===== config.mk =====
export PLATFORM = sky130hd
export DESIGN_NAME = spi_mem_cache
export DESIGN_NICKNAME = d
export VERILOG_FILES = /design/src/rtl/spi_cache_pkg.sv /design/src/rtl/spi_cache_store.sv /design/src/rtl/spi_mem_cache.sv
export SDC_FILE = /design/constraint.sdc
export NUM_CORES = 1
export LEC_CHECK = 0
export ABC_AREA = 0
export BUFFER_PORTS_ARGS = -buffer_cell sky130_fd_sc_hd__buf_4
export CAP_MARGIN = 20
export CELL_PAD_IN_SITES_DETAIL_PLACEMENT = 2
export CELL_PAD_IN_SITES_GLOBAL_PLACEMENT = 2
export CORE_MARGIN = 1.5
export CORE_UTILIZATION = 50
export DETAILED_ROUTE_END_ITERATION = 7
export HOLD_SLACK_MARGIN = 0.1
export PLACE_DENSITY_LB_ADDON = 0.15
export SLEW_MARGIN = 20
export SYNTH_ARGS = -nofsm -noshare
export SYNTH_HDL_FRONTEND = slang
export SYNTH_HIERARCHICAL = 1
export SYNTH_SLANG_ARGS = --single-unit

===== constraint.sdc =====
create_clock -name clk -period 10.93 [get_ports clk]
set_input_delay 1.093 -clock clk [delete_from_list [all_inputs] [get_ports clk]]
set_output_delay 1.093 -clock clk [all_outputs]
set_load 0.05 [all_outputs]

===== src/rtl/spi_cache_pkg.sv =====
// Shared types and helpers for the SPI memory read cache.
// Holds the FSM state encoding, address split helpers and counter limit.
package spi_cache_pkg;

    typedef enum logic [1:0] {
        IDLE    = 2'd0,
        LOOKUP  = 2'd1,
        WAIT_DN = 2'd2,
        RELEASE = 2'd3
    } state_t;

    localparam logic [15:0] CNT_MAX = 16'hFFFF;

    // Line index: the low idx_w address bits.
    function automatic logic [31:0] idx_of(
        input logic [31:0] addr,
        input int          idx_w
    );
        return addr & ((32'd1 << idx_w) - 32'd1);
    endfunction

    // Tag: everything above the index bits.
    function automatic logic [31:0] tag_of(
        input logic [31:0] addr,
        input int          idx_w
    );
        return addr >> idx_w;
    endfunction

endpackage


===== src/rtl/spi_cache_store.sv =====
// Valid/tag/data arrays of the direct-mapped cache.
// Ports: async read (rd_*), fill write (fill_*), 3-way invalidate (inv_*), flush.
module spi_cache_store
    import spi_cache_pkg::*;
#(
    parameter int LINES  = 16,
    parameter int TAG_W  = 12,
    parameter int DATA_W = 16,
    parameter int IDX_W  = $clog2(LINES)
) (
    input  logic              clk,
    input  logic              reset_n,
    input  logic              flush,
    input  logic [IDX_W-1:0]  rd_idx,
    output logic              rd_valid,
    output logic [TAG_W-1:0]  rd_tag,
    output logic [DATA_W-1:0] rd_data,
    input  logic              fill_en,
    input  logic [IDX_W-1:0]  fill_idx,
    input  logic [TAG_W-1:0]  fill_tag,
    input  logic [DATA_W-1:0] fill_data,
    input  logic              inv_en,
    input  logic [IDX_W-1:0]  inv_idx_a,
    input  logic [IDX_W-1:0]  inv_idx_b,
    input  logic [IDX_W-1:0]  inv_idx_c
);

    logic [LINES-1:0]  valid;
    logic [TAG_W-1:0]  tag_q  [LINES];
    logic [DATA_W-1:0] data_q [LINES];

    assign rd_valid = valid[rd_idx];
    assign rd_tag   = tag_q[rd_idx];
    assign rd_data  = data_q[rd_idx];

    // Flush overrides a same-edge fill so the entry stays invalid.
    always_ff @(posedge clk or negedge reset_n) begin
        if (!reset_n) begin
            valid <= '0;
        end else if (flush) begin
            valid <= '0;
        end else begin
            if (fill_en)
                valid[fill_idx] <= 1'b1;
            if (inv_en) begin
                valid[inv_idx_a] <= 1'b0;
                valid[inv_idx_b] <= 1'b0;
                valid[inv_idx_c] <= 1'b0;
            end
        end
    end

    always_ff @(posedge clk) begin
        if (fill_en) begin
            tag_q[fill_idx]  <= fill_tag;
            data_q[fill_idx] <= fill_data;
        end
    end

endmodule


===== src/rtl/spi_mem_cache.sv =====
// Direct-mapped write-through read cache in front of the SPI memory controller.
// Ports: up_* hub side, dn_* controller side, flush, hit/miss counters, busy.
module spi_mem_cache
    import spi_cache_pkg::*;
#(
    parameter int LINES  = 16,
    parameter int ADDR_W = 16,
    parameter int DATA_W = 16
) (
    input  logic              clk,
    input  logic              reset_n,
    input  logic              flush,
    input  logic              up_req,
    input  logic              up_we,
    input  logic [ADDR_W-1:0] up_addr,
    input  logic [DATA_W-1:0] up_wdata,
    input  logic              up_cs_select,
    output logic [DATA_W-1:0] up_rdata,
    output logic              up_ready,
    output logic              dn_req,
    output logic              dn_we,
    output logic [ADDR_W-1:0] dn_addr,
    output logic [DATA_W-1:0] dn_wdata,
    output logic              dn_cs_select,
    input  logic [DATA_W-1:0] dn_rdata,
    input  logic              dn_ready,
    output logic [15:0]       hit_cnt,
    output logic [15:0]       miss_cnt,
    output logic              busy
);

    localparam int IDX_W = $clog2(LINES);
    localparam int TAG_W = ADDR_W - IDX_W;

    state_t state, next_state;

    logic              a_we;
    logic              a_cs;
    logic [ADDR_W-1:0] a_addr;
    logic [DATA_W-1:0] a_wdata;

    logic [31:0]       idx_w32;
    logic [31:0]       tag_w32;
    logic [IDX_W-1:0]  a_idx;
    logic [TAG_W-1:0]  a_tag;
    logic              unused_hi;

    logic              rd_valid;
    logic [TAG_W-1:0]  rd_tag;
    logic [DATA_W-1:0] rd_data;
    logic              cacheable_rd;
    logic              hit;
    logic              dn_done;
    logic              fill_en;
    logic              inv_en;

    always_comb begin
        idx_w32 = idx_of(32'(a_addr), IDX_W);
        tag_w32 = tag_of(32'(a_addr), IDX_W);
    end

    assign a_idx     = idx_w32[IDX_W-1:0];
    assign a_tag     = tag_w32[TAG_W-1:0];
    assign unused_hi = ^{idx_w32[31:IDX_W], tag_w32[31:TAG_W]};

    assign cacheable_rd = !a_we && !a_cs;
    assign hit = cacheable_rd && rd_valid && (rd_tag == a_tag);
    assign dn_done = (state == WAIT_DN) && dn_ready;
    assign fill_en = dn_done && cacheable_rd;
    // A RAM write touches bytes A and A+1, held by entries A-1, A and A+1.
    assign inv_en  = dn_done && a_we && !a_cs;

    spi_cache_store #(
        .LINES  (LINES),
        .TAG_W  (TAG_W),
        .DATA_W (DATA_W),
        .IDX_W  (IDX_W)
    ) u_store (
        .clk       (clk),
        .reset_n   (reset_n),
        .flush     (flush),
        .rd_idx    (a_idx),
        .rd_valid  (rd_valid),
        .rd_tag    (rd_tag),
        .rd_data   (rd_data),
        .fill_en   (fill_en),
        .fill_idx  (a_idx),
        .fill_tag  (a_tag),
        .fill_data (dn_rdata),
        .inv_en    (inv_en),
        .inv_idx_a (a_idx - IDX_W'(1)),
        .inv_idx_b (a_idx),
        .inv_idx_c (a_idx + IDX_W'(1))
    );

    always_ff @(posedge clk or negedge reset_n) begin
        if (!reset_n)
            state <= IDLE;
        else
            state <= next_state;
    end

    always_comb begin
        next_state = state;
        unique case (state)
            IDLE:    if (up_req)   next_state = LOOKUP;
            LOOKUP:  next_state = hit ? RELEASE : WAIT_DN;
            WAIT_DN: if (dn_ready) next_state = RELEASE;
            RELEASE: if (!up_req)  next_state = IDLE;
            default: next_state = IDLE;
        endcase
    end

    always_ff @(posedge clk or negedge reset_n) begin
        if (!reset_n) begin
            a_we         <= 1'b0;
            a_cs         <= 1'b0;
            a_addr       <= '0;
            a_wdata      <= '0;
            up_rdata     <= '0;
            up_ready     <= 1'b0;
            dn_req       <= 1'b0;
            dn_we        <= 1'b0;
            dn_addr      <= '0;
            dn_wdata     <= '0;
            dn_cs_select <= 1'b0;
            hit_cnt      <= '0;
            miss_cnt     <= '0;
            busy         <= 1'b0;
        end else begin
            up_ready <= 1'b0;
            busy     <= (next_state != IDLE);
            unique case (state)
                IDLE: begin
                    if (up_req) begin
                        a_we    <= up_we;
                        a_cs    <= up_cs_select;
                        a_addr  <= up_addr;
                        a_wdata <= up_wdata;
                    end
                end
                LOOKUP: begin
                    if (hit) begin
                        up_ready <= 1'b1;
                        up_rdata <= rd_data;
                        if (hit_cnt != CNT_MAX)
                            hit_cnt <= hit_cnt + 16'd1;
                    end else begin
                        dn_req       <= 1'b1;
                        dn_we        <= a_we;
                        dn_addr      <= a_addr;
                        dn_wdata     <= a_wdata;
                        dn_cs_select <= a_cs;
                        if (cacheable_rd && miss_cnt != CNT_MAX)
                            miss_cnt <= miss_cnt + 16'd1;
                    end
                end
                WAIT_DN: begin
                    if (dn_ready) begin
                        dn_req   <= 1'b0;
                        up_ready <= 1'b1;
                        up_rdata <= a_we ? '0 : dn_rdata;
                    end
                end
                RELEASE: ;
                default: ;
            endcase
        end
    end

endmodule


* After elaboration in Yosys (flattened, before gate mapping)
Memory sizes are Yosys's and may differ from the RTL's. Cells that the tools add are included. Widths: inputs -> output; s select.
Storage, ports and cells: output and inout bits 85, latch bits 0, word-level logic and storage cells 96, bits in registers 137, memories 2, RAM bits 448, memory bits (read-only) 0
Operators by class: bitwise operators 8, mux-type cells 29, divide/modulo/power cells 0, $add $sub $neg 4, eq/ne operators 9, multiply operators 0, magnitude comparators 6, reductions and logical operators 22, shifts and indexed selects 0
Memories:
- u_store.data_q | words 16, width 16, read ports 1, clocked after Yosys merged registers in 0, wr ports 1, RTL line spi_cache_store.sv:30 | logic [DATA_W-1:0] data_q [LINES];
- u_store.tag_q | words 16, width 12, read ports 1, clocked after Yosys merged registers in 0, wr ports 1, RTL line spi_cache_store.sv:29 | logic [TAG_W-1:0] tag_q [LINES];
Operators with widths (count):
- $mux 16 | 7
- $and 16x16->16 | 3
- $not 16->16 | 3
- $add 16x1->16 const B | 2
- $ne 16x16->1 const B | 2
- $pmux 16 s2 | 1
- $or 16x16->16 | 1
- $lt 4x5->1 const B | 3
- $demux 1 s4 | 3
- $eq 12x12->1 | 1
- $ge 4x1->1 const B | 3
- $reduce_and 3->1 | 4
- $logic_and 1x1->1 | 11
- $mux 1 | 11
- $pmux 2 s4 | 1
- $mux 2 | 3
- $ne 2x2->1 const B | 3
- $add 4x1->4 const B | 1
- $bmux 1 s4 | 1
- $eq 2x2->1 const B | 2
- $pmux 1 s2 | 2
- $reduce_and 2->1 | 2
- $reduce_bool 2->1 | 2
- $sub 4x1->4 const B | 1
- 4 further kinds | 5

* Depth between registers and ports, before layout
depth after elaboration 12, depth in mapped cells 13

* By module
The synthesis kept the hierarchy.
By module, submodules not included:
- spi_cache_store | seq. area each 13853.3 µm², cells each 853, times used 1, area each 18262.5 µm²
- spi_mem_cache | seq. area each 3027.9 µm², cells each 443, times used 1, area each 5459.0 µm²

* Least setup slack after synthesis
No wires, ideal clock.
path kind input-to-reg, start in dn_ready, end mem u_store.data_q[0][0] (enable), setup slack 6403 ps, library setup time 448 ps, path buffers 0, stages on the path 4, arrival time 4079 ps, cell sequence nand2_1 > nor3_1 > or3b_2 > nor3_1
Between the ends: longest elaborated chain between the ends 4
RTL lines:
- start: declaration | RTL line spi_mem_cache.sv:26 | input logic dn_ready,
- $logic_and 1x1->1 | RTL line spi_mem_cache.sv:68 | assign dn_done = (state == WAIT_DN) && dn_ready;
- $logic_and 1x1->1 | RTL line spi_mem_cache.sv:69 | assign fill_en = dn_done && cacheable_rd;
- via fill_en | RTL line spi_mem_cache.sv:54 | logic fill_en;
- $mux 1 | RTL line spi_cache_store.sv:54 | if (fill_en) begin
- $mux 1 (not written as such) | RTL line spi_cache_store.sv:56 | data_q[fill_idx] <= fill_data;
- end: declaration | RTL line spi_cache_store.sv:30
The timed path passes the listed nets, and every way through them passes these cells.

* Worst setup path after layout
start reg a_addr[1], end reg up_rdata[14]
RTL lines:
- start: declaration | RTL line spi_mem_cache.sv:39 | logic [ADDR_W-1:0] a_addr;
- start signal: assignment | RTL line spi_mem_cache.sv:138 | a_addr <= up_addr;
- $mem_v2 16x12
- via rd_tag[0] | RTL line spi_mem_cache.sv:49 | logic [TAG_W-1:0] rd_tag;
- $eq 12x12->1 | RTL line spi_mem_cache.sv:67 | assign hit = cacheable_rd && rd_valid && (rd_tag == a_tag);
- $logic_and 1x1->1 | RTL line spi_mem_cache.sv:67
- $ne 2x2->1 (no source line)
- $reduce_and 3->1 (no source line)
- end signal: assignment | RTL line spi_mem_cache.sv:145 | up_rdata <= rd_data;
- end signal: assignment | RTL line spi_mem_cache.sv:162 | up_rdata <= a_we ? '0 : dn_rdata;
- end: declaration | RTL line spi_mem_cache.sv:18 | output logic [DATA_W-1:0] up_rdata,
The timed path passes the listed nets, and every way through them passes these cells. The select of a mux whose other input is x is not followed. A chain may end at the register's enable or synchronous reset.

==> metrics.cfg <==
[global_route]
grt_max_degree=111
grt_pass1_wl_um=115000
antenna_found_initial=4
grt_usage=0.333
grt.overflow.total=0
grt_pass1_vias=15400

[synthesis]
yosys_warnings=6
ys_seq_elements=585
synthTopCellsByArea=edfxtp_1 (57%), dfrtp_1 (14%), mux4_2 (11%)
synth_ff_type=edfxtp_1
async_flop_share=0.234
synth_area_mm2=0.0237
avgSynthCellArea_um2=18.3
synthCells=1296
synth.distinct_cells=47
synthDominantCellAreaShare=0.567
yosysSeqAreaShare=0.712
synth_edf_count=448
yosys.area.top_type=edfxtp_1
syn_nets=1360

[min_path]
hold_class=primary input to asynchronous set/reset pin

[sta]
period_minus_slack_ns=6.13
fin_crit_sh=0.561
rsz0062_at_grt=false
tightest_slew_ns=1.08
setup_tns_ns=0
final_max_slew_viol_count=0
slew_headroom=0.278
setup_viol=0
skew_ns=0.0404
hold_viol=0
max_freq_ghz=0.163

[route]
num_vias=14000
avgRoutedWirePerCell_um=38.0
route.detailed.drc=0
wl_um=80500
drt_iter0_drc=1380
first_pass_iters=7
viasPerCell=6.61
ant_nets=0

[die]
dieWidth_um=221
pin_count=140
initial_core_util=0.508
die_area_mm2=0.0488
die_h_um=221
rows=79
core_area_mm2=0.0467

[clocking]
cts.repair.resized=0
holdBufCountCts=0
cts-root-buf=clkbuf_16
numCtsBuffers=61
clkTransAtPathRegs_ns=0.10
cts.path.max_buffers=3
cts_tree=yes
h-tree-depth=2
clock_latency_ns=0.66
clock_sink_count=585
post_cts_buffers=0

[power]
ir_drop_mv=0.191
seqPwrFrac=0.386
p_sw_mw=2.98
p_int_mw=4.95
power.leakage_nw=9.72
p_clk_frac=0.268
swShare=0.376
combPwrFrac=0.347
power_density_mw_per_mm2=288

[placed_design]
io_buffers=139
routabilityCongestion=0.775
hpwl_um=42500

[cells_and_area]
drive_above_1_share=0.326
layout_common_cells=edfxtp_1 (448), buf_4 (166), dfrtp_1 (135)
fin_nets=1520
syn_to_final_growth_pct=16.2
postLayoutCoreUtil=0.591
layout_commonest_cell=edfxtp_1

[critical_path]
cp.required_ns=11.42
path_common_cell=buf_4
setup.worst_path.class=flop to flop
worstPathArrival_ns=6.62
crit_fanout=60
timing.critical_path.from_type=flop
critical_path.endpoint_type=flop
slowest_stage=buf_4
crit_path_cell_trace=buf_4, buf_4, mux4_2, a22oi_1, nand2_1, xnor2_1, nand3_1, o41ai_4, buf_4, a21boi_4, mux2_1
slowest_delay_ns=0.83

[flow_run]
drv_cap=0

[outcome]
status=complete, no violations

==> final timing paths <==
path / from / to / slack (ns) / cells after the start
setup / recovery: a_addr[1] / up_rdata[14] / 4.80 / 11
hold / removal: reset_n / up_rdata[5] / 0.44 / 1
setup reg to reg: a_addr[1] / up_rdata[14] / 4.80 / 11
hold reg to reg: dn_addr[1] / dn_addr[1] / 0.50 / 2
max in group asynchronous: reset_n / a_addr[0] / 9.16 / 2
min in group clk: dn_addr[1] / dn_addr[1] / 0.50 / 2
==> critical path: cells and delay by family, from the launching register on <==
kind / cells / cell delay, ns
flops: 1 / 0.72
buf+inv: 3 / 2.07
simple gates: 2 / 0.39
compound gates: 3 / 1.56
mux: 2 / 0.88
xor+xnor: 1 / 0.19
==> per-stage QoR <==
step	total power [mW]	setup WS [ns]	hold WS (ns)	std cells	instance area, um2
2_1_floorplan	4.82	6.40	0.475	1296	23700
5_1_grt	8.18	4.55	0.476	2115	27600
6_report	7.93	4.80	0.441	2116	27600
3_5_place_dp	5.72	4.98	0.486	1999	25500
3_3_place_gp	5.50	5.44	0.471	1999	25500
4_1_cts	7.93	4.81	0.453	2112	27500
==> routing by layer <==
metal	part of all wire	GRT usage	up-vias	wire length, um
met5	0.00014	0	-	11
met1	0.37	0.411	7625	29600
met3	0.061	0.0538	186	4940
met4	0.042	0.148	2	3410
met2	0.53	0.583	665	42600
li1	-	-	5506	-
==> power groups by stage <==
stage | Clock, mW | Sequential (mW) | Combinational (mW)
4_1_cts | 2.14 | 3.06 | 2.73
3_5_place_dp | 0 | 3.08 | 2.63
2_1_floorplan | 0 | 3.29 | 1.53
3_3_place_gp | 0 | 3.03 | 2.47
6_report | 2.12 | 3.06 | 2.75
5_1_grt | 2.20 | 3.09 | 2.88
==> area by class of cell <==
| class | count | area [um2] |
|---|---|---|
| fill | 3882 | 19100 |
| sequential | 585 | 16900 |
| multi-input combinational | 615 | 6550 |
| clock buffer | 93 | 1790 |
| timing repair buffer | 170 | 1310 |
| tap | 607 | 759 |
| clock inverter | 20 | 169 |
| inverter | 23 | 86.3 |
| antenna | 3 | 7.51 |
==> registers in the layout (all words and copies together) (netlist names), 2 cells and up <==
register / count
a_wdata: 16
a_addr: 16
u_store/data_q: 256
miss_cnt: 16
u_store/tag_q: 192
state: 2
dn_wdata: 16
hit_cnt: 16
u_store/valid: 16
dn_addr: 16
up_rdata: 16
==> cells by family after synthesis <==
kind of cell / Yosys count / synth area share
XOR/XNOR: 45 / 0.0166
adder cells (fa/ha/maj): 9 / 0.00475
AO/OA/AOI/OAI: 118 / 0.0382
AND/OR/NAND/NOR: 241 / 0.0589
multiplexers: 202 / 0.151
flip-flops: 585 / 0.712
buffers and inverters: 96 / 0.0190
==> synthesized netlist by cell type (19+ instances only) <==
cell / number
dfrtp_1: 137
nor3_1: 23
xnor2_1: 24
mux2_2: 76
nand2_1: 61
o21ai_0: 19
nand3_1: 19
clkbuf_1: 41
nor2_1: 29
edfxtp_1: 448
a22oi_1: 46
mux4_2: 116
xor2_1: 21
inv_1: 23
(Power assumes the default switching activity.)
